==> src/rtl/vga_timing_rx_pkg.sv <==
// Shared timing defaults and receiver state encodings for the VGA timing sink.
package vga_timing_rx_pkg;

    localparam int unsigned H_SYNC_WIDTH_DEF = 112;
    localparam int unsigned H_BACK_PORCH_DEF = 248;
    localparam int unsigned H_ACTIVE_DEF     = 1280;
    localparam int unsigned H_TOTALS_DEF     = 1688;
    localparam int unsigned V_SYNC_WIDTH_DEF = 3;
    localparam int unsigned V_BACK_PORCH_DEF = 38;
    localparam int unsigned V_ACTIVE_DEF     = 1024;
    localparam int unsigned V_TOTALS_DEF     = 1066;

    typedef enum logic [1:0] {
        ST_SEARCH = 2'd0,
        ST_CHECK  = 2'd1,
        ST_LOCKED = 2'd2
    } rx_state_e;

    function automatic logic [11:0] sat_inc(
        input logic [11:0] v,
        input logic [11:0] max
    );
        return (v == max) ? v : v + 12'd1;
    endfunction

endpackage

==> src/rtl/vga_timing_rx_sync_edge_det.sv <==
// Two-flop synchroniser with polarity normalisation and leading-edge pulse.
module vga_timing_rx_sync_edge_det #(
    parameter bit POL = 1'b1
) (
    input  logic clk_i,
    input  logic rst_ni,
    input  logic pin_i,
    output logic level_o,
    output logic edge_o
);

    logic s1_q;
    logic s2_q;

    always_ff @(posedge clk_i) begin
        if (!rst_ni) begin
            s1_q <= 1'b0;
            s2_q <= 1'b0;
        end else begin
            s1_q <= (pin_i == POL);
            s2_q <= s1_q;
        end
    end

    assign level_o = s1_q;
    assign edge_o  = s1_q & ~s2_q;

endmodule

==> src/rtl/vga_timing_rx.sv <==
// VGA timing receiver: recovers coordinates from hsync/vsync, measures
// line/frame length and declares lock after consecutive matching frames.
module vga_timing_rx
    import vga_timing_rx_pkg::*;
#(
    parameter int unsigned H_SYNC_WIDTH = H_SYNC_WIDTH_DEF,
    parameter int unsigned H_BACK_PORCH = H_BACK_PORCH_DEF,
    parameter int unsigned H_ACTIVE     = H_ACTIVE_DEF,
    parameter int unsigned H_TOTALS     = H_TOTALS_DEF,
    parameter int unsigned V_SYNC_WIDTH = V_SYNC_WIDTH_DEF,
    parameter int unsigned V_BACK_PORCH = V_BACK_PORCH_DEF,
    parameter int unsigned V_ACTIVE     = V_ACTIVE_DEF,
    parameter int unsigned V_TOTALS     = V_TOTALS_DEF,
    parameter bit          SYNC_POL     = 1'b1,
    parameter int unsigned LOCK_FRAMES  = 2
) (
    input  logic        pix_clk,
    input  logic        pix_rst_n,
    input  logic        hsync,
    input  logic        vsync,
    output logic [11:0] pix_x,
    output logic [11:0] pix_y,
    output logic        pix_valid,
    output logic        frame_start,
    output logic        locked,
    output logic [11:0] h_total_meas,
    output logic [11:0] v_total_meas,
    output logic [7:0]  err_cnt
);

    if (2 * H_TOTALS - 1 > 4095 || 2 * V_TOTALS - 1 > 4095 ||
        H_SYNC_WIDTH + H_BACK_PORCH + H_ACTIVE > H_TOTALS ||
        V_SYNC_WIDTH + V_BACK_PORCH + V_ACTIVE > V_TOTALS ||
        LOCK_FRAMES < 1 || LOCK_FRAMES > 15) begin : g_param_err
        $error("vga_timing_rx: timing parameters out of range");
    end

    localparam logic [11:0] HT   = 12'(H_TOTALS);
    localparam logic [11:0] VT   = 12'(V_TOTALS);
    localparam logic [11:0] HMAX = 12'(2 * H_TOTALS - 1);
    localparam logic [11:0] VMAX = 12'(2 * V_TOTALS - 1);
    localparam logic [11:0] HA0  = 12'(H_SYNC_WIDTH + H_BACK_PORCH);
    localparam logic [11:0] HA1  = 12'(H_SYNC_WIDTH + H_BACK_PORCH + H_ACTIVE - 1);
    localparam logic [11:0] VA0  = 12'(V_SYNC_WIDTH + V_BACK_PORCH);
    localparam logic [11:0] VA1  = 12'(V_SYNC_WIDTH + V_BACK_PORCH + V_ACTIVE - 1);
    localparam logic [3:0]  LF   = 4'(LOCK_FRAMES);

    logic h_edge, hs_lvl, vs_edge, vs_lvl;
    logic unused_sync;

    vga_timing_rx_sync_edge_det #(.POL(SYNC_POL)) u_hs (
        .clk_i   (pix_clk),
        .rst_ni  (pix_rst_n),
        .pin_i   (hsync),
        .level_o (hs_lvl),
        .edge_o  (h_edge)
    );

    vga_timing_rx_sync_edge_det #(.POL(SYNC_POL)) u_vs (
        .clk_i   (pix_clk),
        .rst_ni  (pix_rst_n),
        .pin_i   (vsync),
        .level_o (vs_lvl),
        .edge_o  (vs_edge)
    );

    assign unused_sync = hs_lvl ^ vs_edge;

    rx_state_e   state_q, state_d;
    logic [11:0] h_cnt_q, h_cnt_d, v_cnt_q, v_cnt_d;
    logic [11:0] h_meas_q, h_meas_d, v_meas_q, v_meas_d;
    logic [11:0] x_q, x_d, y_q, y_d;
    logic        vs_line_q, vs_line_d, fs_q, fs_d;
    logic        valid_q, valid_d, locked_q, locked_d;
    logic [7:0]  err_q, err_d;
    logic [3:0]  match_q, match_d;

    logic [11:0] h_len, v_len;
    logic        h_sat, v_sat, frame_edge, line_bad, frame_bad;
    logic        h_act, v_act;

    assign h_len      = h_cnt_q + 12'd1;
    assign v_len      = v_cnt_q + 12'd1;
    assign h_sat      = (h_cnt_q == HMAX);
    assign v_sat      = (v_cnt_q == VMAX);
    // Frame edge is the first line whose hsync sees vsync asserted.
    assign frame_edge = h_edge & vs_lvl & ~vs_line_q;
    assign line_bad   = h_edge & (h_len != HT);
    assign frame_bad  = frame_edge & (v_len != VT);

    always_comb begin
        h_cnt_d   = h_edge ? 12'd0 : sat_inc(h_cnt_q, HMAX);
        h_meas_d  = (h_edge && !h_sat) ? h_len : h_meas_q;
        vs_line_d = h_edge ? vs_lvl : vs_line_q;
        v_cnt_d   = v_cnt_q;
        v_meas_d  = v_meas_q;
        fs_d      = frame_edge;
        if (frame_edge) begin
            v_cnt_d  = 12'd0;
            v_meas_d = v_len;
        end else if (h_edge) begin
            v_cnt_d  = sat_inc(v_cnt_q, VMAX);
        end
    end

    always_comb begin
        state_d = state_q;
        match_d = match_q;
        err_d   = err_q;
        unique case (state_q)
            ST_SEARCH: begin
                if (frame_edge) begin
                    state_d = ST_CHECK;
                    match_d = 4'd0;
                end
            end
            ST_CHECK: begin
                if (line_bad) begin
                    state_d = ST_SEARCH;
                end else if (frame_edge) begin
                    if (v_len == VT) begin
                        match_d = match_q + 4'd1;
                        if (match_d == LF) state_d = ST_LOCKED;
                    end else begin
                        match_d = 4'd0;
                    end
                end
            end
            ST_LOCKED: begin
                if (line_bad || frame_bad || h_sat || v_sat) begin
                    state_d = ST_SEARCH;
                    if (err_q != 8'hFF) err_d = err_q + 8'd1;
                end
            end
            default: state_d = ST_SEARCH;
        endcase
    end

    always_comb begin
        h_act    = (h_cnt_q >= HA0) && (h_cnt_q <= HA1);
        v_act    = (v_cnt_q >= VA0) && (v_cnt_q <= VA1);
        locked_d = (state_d == ST_LOCKED);
        valid_d  = h_act && v_act && locked_d;
        x_d      = valid_d ? h_cnt_q - HA0 : 12'd0;
        y_d      = valid_d ? v_cnt_q - VA0 : 12'd0;
    end

    always_ff @(posedge pix_clk) begin
        if (!pix_rst_n) begin
            state_q   <= ST_SEARCH;
            h_cnt_q   <= '0;
            v_cnt_q   <= '0;
            h_meas_q  <= '0;
            v_meas_q  <= '0;
            x_q       <= '0;
            y_q       <= '0;
            vs_line_q <= 1'b0;
            fs_q      <= 1'b0;
            valid_q   <= 1'b0;
            locked_q  <= 1'b0;
            err_q     <= '0;
            match_q   <= '0;
        end else begin
            state_q   <= state_d;
            h_cnt_q   <= h_cnt_d;
            v_cnt_q   <= v_cnt_d;
            h_meas_q  <= h_meas_d;
            v_meas_q  <= v_meas_d;
            x_q       <= x_d;
            y_q       <= y_d;
            vs_line_q <= vs_line_d;
            fs_q      <= fs_d;
            valid_q   <= valid_d;
            locked_q  <= locked_d;
            err_q     <= err_d;
            match_q   <= match_d;
        end
    end

    assign pix_x        = x_q;
    assign pix_y        = y_q;
    assign pix_valid    = valid_q;
    assign frame_start  = fs_q;
    assign locked       = locked_q;
    assign h_total_meas = h_meas_q;
    assign v_total_meas = v_meas_q;
    assign err_cnt      = err_q;

endmodule
==> config.mk <==
export PLATFORM = sky130hd
export DESIGN_NAME = vga_timing_rx
export DESIGN_NICKNAME = d
export VERILOG_FILES = /design/src/rtl/vga_timing_rx_pkg.sv /design/src/rtl/vga_timing_rx_sync_edge_det.sv /design/src/rtl/vga_timing_rx.sv
export SDC_FILE = /design/constraint.sdc
export NUM_CORES = 1
export LEC_CHECK = 0
export ABC_AREA = 1
export BUFFER_PORTS_ARGS = -buffer_cell sky130_fd_sc_hd__buf_2
export CAP_MARGIN = 20
export CORE_MARGIN = 5
export CORE_UTILIZATION = 55
export CTS_BUF_LIST = sky130_fd_sc_hd__clkbuf_8
export CTS_CLUSTER_SIZE = 40
export DETAILED_ROUTE_END_ITERATION = 7
export PLACE_DENSITY = 0.8
export SYNTH_ARGS = -nofsm -noshare
export SYNTH_HDL_FRONTEND = slang
export SYNTH_SLANG_ARGS = --single-unit
==> constraint.sdc <==
create_clock -name pix_clk -period 5.7 [get_ports pix_clk]
set_input_delay 0.57 -clock pix_clk [delete_from_list [all_inputs] [get_ports pix_clk]]
set_output_delay 0.57 -clock pix_clk [all_outputs]
set_load 0.01 [all_outputs]
==> results of run 1 <==
## metrics by stage
stage / hold WS [ps] / total power, mW / util [%] / area (um2) / setup slack [ps]
finish: 381 / 1.27 / 62.3 / 5040 / 2890
floorplan: 407 / 0.776 / - / 4490 / 3580
detailed placement: 428 / 0.804 / 59.7 / 4830 / 2940
global placement: 412 / 0.800 / 59.7 / 4830 / 3100
global route: 390 / 1.32 / 62.3 / 5040 / 2600
CTS: 384 / 1.27 / 62.3 / 5040 / 2900
## cell type report
type	instances	area (um2)	share of cell area [%]
tap	105	131	2.60
inverter	69	259	5.13
clock inverter	5	76.3	1.51
sequential	93	1860	36.9
timing repair buffer	63	318	6.30
multi-input combinational	405	2260	44.8
clock buffer	10	138	2.73
## flip-flops by register name, summed over array words and instances (netlist names), 2 cells and up
register      count
h_cnt_q          12
match_q           4
v_total_meas     12
h_total_meas     12
pix_y            12
err_cnt           8
state_q           2
v_cnt_q          12
pix_x            12
## path summary, 6_finish.rpt
path	start	end	slack [ps]	cells after the start
worst max-delay path	v_cnt_q[0]$_SDFFE_PP0P_	pix_y[1]$_SDFF_PN0_	2890	13
worst min-delay path	hsync	u_hs.level_o$_SDFF_PN0_	380	3
worst max register to register	v_cnt_q[0]$_SDFFE_PP0P_	pix_y[1]$_SDFF_PN0_	2890	13
worst min register to register	u_hs.level_o$_SDFF_PN0_	u_hs.s2_q$_SDFF_PN0_	440	2
## layout by cell type, fill, tap and decap left out, types with 2 or more instances in the layout
master,count
o21ai_1,3
nor2_4,22
a21oi_1,32
nor2_1,64
inv_2,10
nor2_2,8
dfxtp_1,93
xor2_1,21
inv_1,59
buf_2,62
a22o_1,2
nand2_4,2
nand2_2,7
nor3b_1,2
nand3b_1,2
xnor2_1,2
o21ai_0,41
nand2_1,115
nand4_1,5
nand3_2,4
o211ai_1,2
ha_1,13
nor3_1,8
a211oi_1,7
nand3_1,34
bufinv_16,2
clkbuf_8,10
## where the power goes
group	switching (mW)	internal [mW]
combinational	0.0719	0.0336
clock	0.222	0.254
sequential	0.0188	0.665
## metal layers
layer / vias to the layer above / global-route usage [%]
met5: - / 0
met4: 0 / 8.08
met3: 17 / 3.54
met2: 103 / 32.3
met1: 1717 / 26.3
li1: 1985 / -
## cell families after synthesis
| kind of cell | Yosys count | share of synthesized area (%) |
|---|---|---|
| DFF | 93 | 41.4 |
| adders and majority gates | 13 | 3.62 |
| and+or+nand+nor | 277 | 30.9 |
| buffers and inverters | 87 | 8.27 |
| AOI/OAI and AO/OA | 92 | 11.3 |
| xor gates and xnor gates | 23 | 4.48 |
## worst reg2reg max path, cell delays in order (launching register included)
cell,delay (ps)
dfxtp_1,500
ha_1,270
nand3_1,190
nor2_2,180
nand3_1,100
nand2_1,110
nand2_1,90
nor2_4,130
nand2_4,100
nor2_4,100
nand3_2,110
nand2_2,110
nand3_4,460
nor2_1,280
==> results.md, run 1 <==
- Status: complete, no violations
- Post-synth EDFFs: 0
- Gr ovfl total: 0
- CP cell instances: ha_1 > nand3_1 > nor2_2 > nand3_1 > nand2_1 > nand2_1 > nor2_4 > nand2_4 > nor2_4 > nand3_2 > nand2_2 > nand3_4 > nor2_1
- Final Setup Violations: 0
- Die Y: ~100 um
- #FFs+latches synth: 93
- Number of vias per cell: between 5 and 6
- Top-area cell type share of the netlist area: about two fifths
- Worst-Margin Slew: roughly 910 ps
- Area growth syn-to-layout: 12.2%
- N_diodes: 0
- Final Critical Period: approximately 2800 ps
- Pwr dens: 251 nW/um2
- Core Region: approximately 8100 um2
- Routed wl met2: between 4 and 5 mm
- Leak: about 2.3 nW
- Maxcap violations: 0
- Area of the die: between 10000 and 15000 um2
- Cell area after synthesis: roughly 4500 um2
- Delay of the slowest critical-path stage: ~500 ps
- Slowest CP cell: dfxtp_1
- Initial antenna violation count: 0
- CTS tree: done
- Fin cells: 750
- Yosys warnings: 0
- Worst-path maximum fanout: 25
- Clock tree sinks: 93
- Layout fillers: ~750
- First drt pass iteration count: 4
- Post-synthesis async set-or-reset flop share: 0%
- Antenna-violating nets left: 0
- Endpoints failing hold: 0
- Met3 Routed Length: roughly 570 um
- Post-synth cell types: 39
- Vias in the first global route: 3599
- Period Utilization, post-route: approximately half
- WP buf/inv: 0
- Row cnt: 33
- Synth Instances: between 500 and 600
- Setup TNS Final: 0 ps
- Relative slew margins: about 39%
- Port Buffers: 62
- Cts hold-fix bufs: 0
- Post-cts resize count: 0
- Placed cells: between 700 and 800
- Setup bufs post-CTS: 0
- CTS H-tree depth: 3
- Top Metal Used: met4
- Syn nets: around 600
- Skew final: 12.4 ps
- DRT iter0 DRCs: around 220
- Cell family with most CP delay: simple AND/OR/NAND/NOR gates
- Dpl hpwl: about 7.3 mm
- Seq/Total Area, Yosys: between 40% and 50%
- Pin count of the biggest net entering global routing: 26
- Final max-slew violation count: 0
- CTS Root Cell: clkbuf_8
- Layout cell share with drive strength beyond 1: roughly a fifth
- Worst path required time: 5970 ps
- Largest cells by area after synthesis: dfxtp_1 41%, nand2_1 9.6%, nor2_4 5.5%
- Area leader, netlist: dfxtp_1
- Post-Route WL: ~9.6 mm
- Post-synthesis area per instance: about 7.7 um2
- Setup CP Type: register to register
- M1 WL: roughly 4.4 mm
- Peak VDD IR: 115 uV
- Ports: 63
- Vias: 3822
- Most numerous cell in the Yosys netlist: nand2_1
- Global-route wire length before repair: around 16 mm
- Routability Congestion: 0.927
- Worst Setup Start Kind: register
- CTS Buf Count: 9
- WP data arrival: 3090 ps
- Setup crit end kind: register
- Worst skew pair latency: about 360 ps
- RSZ-0062 raised after global routing: no
- DRC: 0
- Chip Width: between 100 and 150 um
- Clk buf depth: 2
- Most frequent cells after synthesis: 115 x nand2_1, 93 x dfxtp_1, 64 x nor2_1, 58 x inv_1, 41 x o21ai_0
- Hold crit path type: input port to register
- Register clock-pin slew on the reported worst setup and hold paths: around 90 ps
- Initial Util: 55.5%
- Wire length per cell: 12.8 um
- Total global-route track usage: between 10% and 20%
- Synth Flop Type: dfxtp_1
- Max Fclk: 0.356 GHz
- Final nets: 658
No activity file was read; power rests on OpenSTA's default activity.
==> inputs of run 2 (changes only) <==
Clock period 5.7 ns to 2.93 ns, I/O delays scaled along.
==> results.md, run 2 (same netlist as run 1, synthesis figures left out) <==
- WP data arrival: approximately 2900 ps
- Setup bufs post-CTS: 0
- CP cell instances: nand3_1 > nor2_2 > nand2_1 > nand2_1 > nand3_2 > nor2_2 > nand2_4 > nand2_4 > nand4_2 > nand2_2 > nand3_4 > buf_12 > nor2_1
- Worst-path maximum fanout: 14
- Clock tree sinks: just over 90
- Final Critical Period: about 2600 ps
- Met3 Routed Length: around 540 um
- Total global-route track usage: roughly a fifth
- Relative slew margins: 57.9%
- Setup TNS Final: 0 ps
- Design Area, Final: about 5000 um2
- Post-Route WL: approximately 9.6 mm
- Area growth syn-to-layout: 13.4%
- Final max-slew violation count: 0
- Worst-Margin Slew: about 630 ps
- Chip Width: between 100 and 150 um
- Row cnt: 33
- CTS tree: done
- Slowest CP cell: dfxtp_1
- Setup crit end kind: register
- Global-route wire length before repair: between 15 and 20 mm
- Worst path required time: 3220 ps
- Period Utilization, post-route: approximately 90%
- Peak VDD IR: between 300 and 400 uV
- Most common cell after layout, fill and taps aside: nand2_1
- Antenna-violating nets left: 0
- Clk buf depth: 2
- Ports: 63
- RSZ-0062 raised after global routing: no
- Final nets: roughly 660
- Final WS setup: ~330 ps
- DRC: 0
- Vias: between 3000 and 4000
- CTS Buf Count: 9
- Final Setup Violations: 0
- M1 WL: approximately 4.4 mm
- Routability Congestion: 0.943
- Hold slack: around 110 ps
- Wire length per cell: roughly 13 um
- CTS Root Cell: clkbuf_8
- CTS H-tree depth: 3
- Routed wl met2: between 4 and 5 mm
- Die Y: 100 um
- Post-Place Worst Slack: roughly 290 ps
- Multi-input logic area: about 2300 um2
- First drt pass iteration count: 4
- DRT iter0 DRCs: 220
- Status: complete, no violations
- Vias in the first global route: around 3500
- Maxcap violations: 0
- Post-DP Area: between 4000 and 5000 um2
- Register clock-pin slew on the reported worst setup and hold paths: 90 ps
- Layout cell share with drive strength beyond 1: 21.5%
- Top Metal Used: met4
- Gr ovfl total: 0
- Area of the die: roughly 10000 um2
- Layout fillers: ~710
- Endpoints failing hold: 0
- Pwr Total: 2.48 mW
- Pin count of the biggest net entering global routing: 25
- Initial antenna violation count: 0
- Dpl hpwl: between 7 and 8 mm
- Hold crit path type: input port to register
- Highest-count cells in the layout ignoring fill and taps: 115 x nand2_1, 92 x dfxtp_1, 64 x nor2_1, 62 x buf_2, 58 x inv_1
- Sequential cell area: between 1500 and 2000 um2
- Worst skew pair latency: between 300 and 400 ps
- Max Fclk: 0.385 GHz
- Number of vias per cell: 5.10
- Leak: about 2.3 nW
- Port Buffers: 62
- Worst Setup Start Kind: register
- Delay of the slowest critical-path stage: around 610 ps
- Core Region: 8090 um2
- Pwr dens: just under 500 nW/um2
- Initial Util: a little under three fifths
- N_diodes: 0
- Setup CP Type: register to register
- Skew final: between 10 and 15 ps
[run 2: changes by cell type in the layout (fill, tap and decap cells not counted), sizes merged]
cell / previous run / this run
inv: 69 / 68
clkinv: 2 / 4
buf: 63 / 67
[run 2: final cells by class]
type	count	share of cell area [%]
Clock buffer	10	2.70
Clock inverter	6	1.69
Inverter	69	5.08
Multi-Input combinational cell	405	44.3
Sequential cell	93	36.5
Tap cell	105	2.58
Timing Repair Buffer	67	7.07
[run 2: report_power, final]
group	leakage, nW	switching (mW)	internal [mW]
Clock	0.112	0.446	0.502
Sequential	0.755	0.0353	1.29
Combinational	1.41	0.140	0.0664
Total	2.28	0.621	1.86
[run 2: what timing repair did]
item	CTS	global route
gates resized for setup	0	1
hold buffers	0	0
setup endpoints to repair	0	1
[run 2: worst max-delay path: cells and delay by family (launching register included)]
kind | cells | cell delay [ps]
buffers and inverters | 1 | 270
flip-flops | 1 | 610
AND/OR/NAND/NOR | 12 | 1630
[run 2: final timing paths]
kind	start	to	slack, ps	depth (start not counted)
max	v_cnt_q[3]$_SDFFE_PP0P_	pix_y[11]$_SDFF_PN0_	330	13
min	hsync	u_hs.level_o$_SDFF_PN0_	110	3
max reg2reg	v_cnt_q[3]$_SDFFE_PP0P_	pix_y[11]$_SDFF_PN0_	330	13
min reg2reg	u_hs.level_o$_SDFF_PN0_	u_hs.s2_q$_SDFF_PN0_	440	2
[run 2: metal layers]
metal	global-route usage (%)	vias to the layer above
li1	-	1981
met1	26.7	1743
met2	31.2	107
met3	4.93	21
met4	6.74	0
met5	0	-
[run 2: per-stage QoR]
stage | utilization, % | cells
detailed placement | 60.2 | 739
CTS | 63.0 | 755
global route | 63.0 | 755
global placement | 60.2 | 739
finish | 63.0 | 755
floorplan | - | 585
